`config.mk`:
```
export PLATFORM = sky130hd
export DESIGN_NAME = sync_fifo
export DESIGN_NICKNAME = d
export VERILOG_FILES = /design/src/rtl/sync_fifo.sv
export SDC_FILE = /design/constraint.sdc
export NUM_CORES = 1
export LEC_CHECK = 0
export ABC_AREA = 1
export BUFFER_PORTS_ARGS = -buffer_cell sky130_fd_sc_hd__buf_2
export CAP_MARGIN = 15
export CORE_UTILIZATION = 55
export DETAILED_ROUTE_END_ITERATION = 10
export PLACE_DENSITY = 0.73
export REMOVE_ABC_BUFFERS = 1
export SYNTH_ARGS = -nofsm -noshare
export SYNTH_HDL_FRONTEND = slang
export SYNTH_SLANG_ARGS = --single-unit
```
`constraint.sdc`:
```
create_clock -name clk -period 3.59 [get_ports clk]
set_input_delay 0.359 -clock clk [delete_from_list [all_inputs] [get_ports clk]]
set_output_delay 0.359 -clock clk [all_outputs]
set_load 0.01 [all_outputs]
```
`src/rtl/sync_fifo.sv`:
```
// rtl/sync_fifo.sv - single-clock FWFT FIFO with occupancy, almost-full and sticky error flags
module sync_fifo #(
  parameter int DLEN      = 8,
  parameter int DEPTH     = 16,
  parameter int AFULL_LVL = 12
) (
  input  logic                     clk,
  input  logic                     rst,
  input  logic                     i_wen,
  input  logic [DLEN-1:0]          i_wdata,
  output logic                     o_wfull,
  output logic                     o_afull,
  input  logic                     i_ren,
  output logic [DLEN-1:0]          o_rdata,
  output logic                     o_rempty,
  output logic [$clog2(DEPTH):0]   o_count,
  output logic                     o_ovf,
  output logic                     o_udf
);

  localparam int ADDR = $clog2(DEPTH);
  localparam logic [ADDR:0] PTR_ONE   = {{ADDR{1'b0}}, 1'b1};
  localparam logic [ADDR:0] AFULL_CNT = AFULL_LVL[ADDR:0];

  logic [DLEN-1:0] mem [DEPTH];
  logic [ADDR:0]   wptr;
  logic [ADDR:0]   rptr;
  logic            wr_ok;
  logic            rd_ok;

  // Flags come straight from the registered pointers; the MSB is the wrap bit.
  assign o_rempty = (wptr == rptr);
  assign o_wfull  = (wptr[ADDR-1:0] == rptr[ADDR-1:0]) && (wptr[ADDR] != rptr[ADDR]);
  assign o_count  = wptr - rptr;
  assign o_afull  = (o_count >= AFULL_CNT);
  assign o_rdata  = mem[rptr[ADDR-1:0]];

  assign wr_ok = i_wen & ~o_wfull;
  assign rd_ok = i_ren & ~o_rempty;

  always_ff @(posedge clk or posedge rst) begin
    if (rst) begin
      wptr  <= '0;
      rptr  <= '0;
      o_ovf <= 1'b0;
      o_udf <= 1'b0;
    end else begin
      if (wr_ok) wptr <= wptr + PTR_ONE;
      if (rd_ok) rptr <= rptr + PTR_ONE;
      if (i_wen & o_wfull)  o_ovf <= 1'b1;
      if (i_ren & o_rempty) o_udf <= 1'b1;
    end
  end

  // Storage is deliberately left unreset; the pointers alone define validity.
  always_ff @(posedge clk) begin
    if (wr_ok) mem[wptr[ADDR-1:0]] <= i_wdata;
  end

endmodule

```
; ---- Word level (Yosys, flattened, before mapping)
; Memory sizes are Yosys's and may differ from the RTL's.
; Cells that the tools add are included.
[op_classes]
addsub = 3
magnitude_cmp = 1
eq_ne = 3
n_mux = 2
n_bitwise = 6
reduce_logical = 1
[ops]
columns = operator, count
row1 = "adder 5 x 1 -> 5 bit, second input constant", 2
row2 = equality test 5 bit, 1
row3 = ">= comparator 5 x 4 -> 1 bit, second input constant", 1
row4 = subtractor 5 bit, 1
row5 = AND 1 bit, 4
row6 = equality test 4 bit, 1
row7 = two-way mux 1 bit, 2
row8 = inverter 1 bit, 2
row9 = logical AND 1 bit, 1
row10 = != test 1 bit, 1
[word_totals]
regBits = 12
ramBits = 128
out_inout_bits = 18
n_memories = 1
[mem_list]
columns = name, words, word_bits, read_ports, rd_ports_with_merged_regs, wr, line
row1 = mem, 16, 8, 1, 0, 1, 25  ; logic [DLEN-1:0] mem [DEPTH];

; ---- Longest topological paths before layout
[depth]
ltp_word = 6
ltp_mapped = 10

; ---- Worst setup path after synthesis
; Ideal clock, no wire load.
[synth_path]
path_type = reg-to-reg
startpoint = register rptr[1]
endpoint = memory mem[0][0], enable pin
arrival_ns = 1.998
setup_slack_ns = 1.222
stages_incl_launch_ff = 11
path_buffers = 3
synth_period_minus_slack_ns = 2.368
cell_sequence = dfrtp_1 > buf_2 > inv_1 > buf_2 > ha_1 > nand4_4 > nor2_2 > nor2_2 > buf_6 > nand2_4 > nor2_1
[synth_via]
elab_chain_len = 6
[synth_lines]
columns = element, line
row1 = from (decl), 27  ; logic [ADDR:0] rptr;
row2 = from (signal assigned), 49  ; if (rd_ok) rptr <= rptr + PTR_ONE;
row3 = equality test 4 bit, 33  ; assign o_wfull = (wptr[ADDR-1:0] == rptr[ADDR-1:0]) && (wptr[ADDR] != rptr[ADDR]);
row4 = logical AND 1 bit, 33
row5 = via o_wfull, 11  ; output logic o_wfull,
row6 = inverter 1 bit, 38  ; assign wr_ok = i_wen & ~o_wfull;
row7 = AND 1 bit, 38
row8 = two-way mux 1 bit, 57  ; if (wr_ok) mem[wptr[ADDR-1:0]] <= i_wdata;
row9 = two-way mux 1 bit (implied by the code), 57
row10 = to (decl), 25
; The timed path passes the listed nets, and every way through them passes these cells.

; ---- Final worst setup path
[layout_path]
startpoint = register rptr[2]
endpoint = memory mem[5][3], enable pin
[layout_via]
elab_chain_len = 6
[layout_lines]
columns = element, line
row1 = equality test 4 bit, 33
row2 = logical AND 1 bit, 33
row3 = inverter 1 bit, 38
row4 = AND 1 bit, 38
row5 = two-way mux 1 bit, 57
row6 = two-way mux 1 bit (implied by the code), 57
; Every way passes these cells.

==> metrics list <==
* Hold WC Path Type: primary input to flop
- Synthesis instantiated 28 different standard cells from the library.
- In the routed design, unresolved DRC markers number 0.
* Final net count: 718
- After clock tree synthesis, the setup repair step added 0 buffers.
* Top_reg_cell synth: sky130_fd_sc_hd__edfxtp_1
- The via count of the first global-routing pass is 4467.
- Average wire length per cell after detail routing: 16.9 microns
* Setup repair after global routing missed its margin: no
- At the later pin of the worst-skew pair, clock insertion delay measures 0.42 ns.
- Critical Setup Path Class: flop to flop
* Number of endpoints failing setup at the final stage: 0
* Max capacitance violation total: 0
- Fraction of post-synthesis cell area in the top cell type by area: 59.1%
* Final period util: 91.8%
* Initial antenna violation count: 0
- CTS H-tree lvls: 4
- Maximum number of pins on one net before global-route repair: 66
- IO Port Bufs: 29
- Sequential-to-total area share from yosys stat: 63.8%
- Row count: 39
* Final count of pins violating max slew: 0
* Warnings from Yosys: 0
* Number of flops mapped to enable cells by yosys: 128
* CP Data Arrival Time: 3.35 ns
- Post-Synthesis Cell Area: 6500 sq um
- Worst slew margin relative to its limit: 33.7%
- Along the worst path, the maximum fanout reaches 14.
- The average instance in the mapped netlist occupies 9.75 sq um.
- Hold is met by 0.170 ns.
- The run finished with clean final reports.
- Power consumption: 6.16 mW
- Fraction of final layout cells with drive strength greater than 1: 11.0%
* Area added between synthesis and finish: 13.1%
* Global-route wire length before repair: 23.2 mm
* Final GP Congestion: 0.929
- Min cycle time layout: 3.30 ns
- TritonCTS clock tree: built
- F_max: 303 MHz
- Clock skew on the completed layout was measured at 0.00720 ns.
- Number of hold violations in the final report: 0
- At the worst endpoint, the required time is 3.64 ns.
- Total wirelength of the detailed-routed design: 14.4 mm
- DRC violation total after the first TritonRoute iteration: 348
- The count of nets left with antenna violations once routing finished came out at 0.
* Seq cells post-synth: 140
- Number of antenna cells inserted: 0
* Root buffer cell: sky130_fd_sc_hd__clkbuf_16
- At the pin with the least slew margin, the transition time is 0.993 ns.
- Clock-pin slew was measured on the worst setup and hold paths at 0.06 ns.
* DP HPWL: 9.30 mm
- Height of the die: 111 microns
- Post-synth ARST share: 8.57%
- Overflow after GRT: 0
* Top cell type by total area after synthesis: sky130_fd_sc_hd__edfxtp_1
- After synthesis, the cell types taking the most area are sky130_fd_sc_hd__edfxtp_1, sky130_fd_sc_hd__nand2_1, sky130_fd_sc_hd__inv_1, sky130_fd_sc_hd__nand3_1, sky130_fd_sc_hd__dfrtp_1.
- Critical path startpoint category: flop
- Overall global routing resource usage: 25.8%
- For this design the top-level I/O count stands at 30.
- In this run the power density over the cells is 838 nW/um^2.
- Cells after synthesis: 667
* Starting utilization of the core area: 56.7%
* Sinks on the clock net: 140
- Clock tree synthesis inserted a total of 17 buffers.
* Leakage power of the design: 3.35 nW
- DIE AREA: 12300 sq um
- Chip width: 111 microns
- Routed vias/inst: 5.21
- Maximum root-to-sink buffer count: 2
- The library cell used most frequently in the layout, excluding fill and tap cells, is sky130_fd_sc_hd__nand2_1.
* Highest-count cells in the layout ignoring fill and taps: sky130_fd_sc_hd__nand2_1, sky130_fd_sc_hd__inv_1, sky130_fd_sc_hd__edfxtp_1
* Highest ir drop seen on vdd: 0.672 mV
* Post-Route Setup TNS: 0 ns
- The worst setup path is captured at a flop.
* Detailed-router iteration count before antenna repair: 7
- Summing over every cut layer, the via total after detailed routing is 4435.
- Core box area: 11500 sq um
-- report_power, final --
group          internal (mW)  switching (mW)  leakage (nW)
sequential              1.98           0.119          1.30
clock                   1.09           0.636         0.285
combinational          0.764            1.58          1.76
total                   3.83            2.33          3.35
-- worst max-delay path, cell delays in order, from the launching register on --
cell and delay (ns):
sky130_fd_sc_hd__dfrtp_1 0.63, sky130_fd_sc_hd__clkinv_1 0.40, sky130_fd_sc_hd__ha_1 0.50, sky130_fd_sc_hd__nand4_4 0.16
sky130_fd_sc_hd__nor2_2 0.07, sky130_fd_sc_hd__nor2_2 0.28, sky130_fd_sc_hd__nand2_1 0.30, sky130_fd_sc_hd__nor2_1 0.58
-- metrics by stage --
step / util, % / worst slack [ns] / instances / area [sq um]
final: 64.1 / 0.294 / 852 / 7350
after global routing: 64.1 / 0.0289 / 852 / 7350
after CTS: 64.1 / 0.348 / 852 / 7350
after detailed placement: 58.8 / 0.386 / 819 / 6740
after global placement: 58.8 / 0.559 / 819 / 6740
after floorplan: - / 0.126 / 642 / 6370
-- final cells by class --
class                           instances  area (sq um)
Tap cell                              143           179
Clock inverter                          8          78.8
Clock buffer                           24           524
Fill cell                             880          4120
Timing Repair Buffer                   35           193
Multi-Input combinational cell        366          1720
Sequential cell                       140          4150
Inverter                              136           510
-- registers in the layout, indices dropped and copies added, names as in the netlist --
| signal | cells |
|---|---|
| rptr | 5 |
| o_udf | 1 |
| o_ovf | 1 |
| wptr | 5 |
| mem | 128 |
-- path summary, 6_finish.rpt --
kind | slack [ns] | start | to | depth (start not counted)
worst min-delay path | 0.17 | i_ren | o_udf | 2
max in group asynchronous | 2.70 | rst | rptr[0] | 3
worst max register to register | 0.29 | rptr[2] | mem[5][3] | 7
worst min register to register | 0.46 | o_ovf | o_ovf | 1
worst max-delay path | 0.29 | rptr[2] | mem[5][3] | 7
min in group asynchronous | 0.53 | rst | rptr[0] | 3
-- cells by family (layout without fill, tap and decap cells) --
| logic type | count (synthesis) | count (layout) | synth area share, % |
|---|---|---|---|
| compound gates | 11 | 11 | 1.17 |
| xor+xnor | 10 | 10 | 1.46 |
| fa+ha+maj | 10 | 10 | 2.04 |
| buf+inv | 161 | 203 | 9.78 |
| flops | 140 | 140 | 63.8 |
| simple gates | 335 | 335 | 21.8 |
-- timing repair --
item | in CTS | in global routing
resized for setup | 0 | 0
hold buffers | 1 | 0
hold endpoints to repair | 12 | 0
-- synthesized netlist by cell type, types with 2 or more instances --
master and instances:
sky130_fd_sc_hd__a21oi_1 2, sky130_fd_sc_hd__buf_2 16, sky130_fd_sc_hd__clkbuf_1 6, sky130_fd_sc_hd__clkinv_1 2, sky130_fd_sc_hd__dfrtp_1 12, sky130_fd_sc_hd__edfxtp_1 128
sky130_fd_sc_hd__ha_1 9, sky130_fd_sc_hd__inv_1 133, sky130_fd_sc_hd__nand2_1 223, sky130_fd_sc_hd__nand2_4 3, sky130_fd_sc_hd__nand3_1 86, sky130_fd_sc_hd__nor2_1 18
sky130_fd_sc_hd__nor2_2 2, sky130_fd_sc_hd__o21ai_0 3, sky130_fd_sc_hd__o21ai_2 4, sky130_fd_sc_hd__xnor2_1 3, sky130_fd_sc_hd__xor2_1 6
-- per-layer routing --
layer	vias up	global-route usage (%)	wire length [microns]	share of wire [%]
met5	-	0	0	0
met4	0	14.5	439	3.0
met3	36	4.81	1040	7.2
met2	197	39.9	6860	48
met1	2042	34.5	6100	42
li1	2160	-	-	-
(Power assumes the default switching activity.)
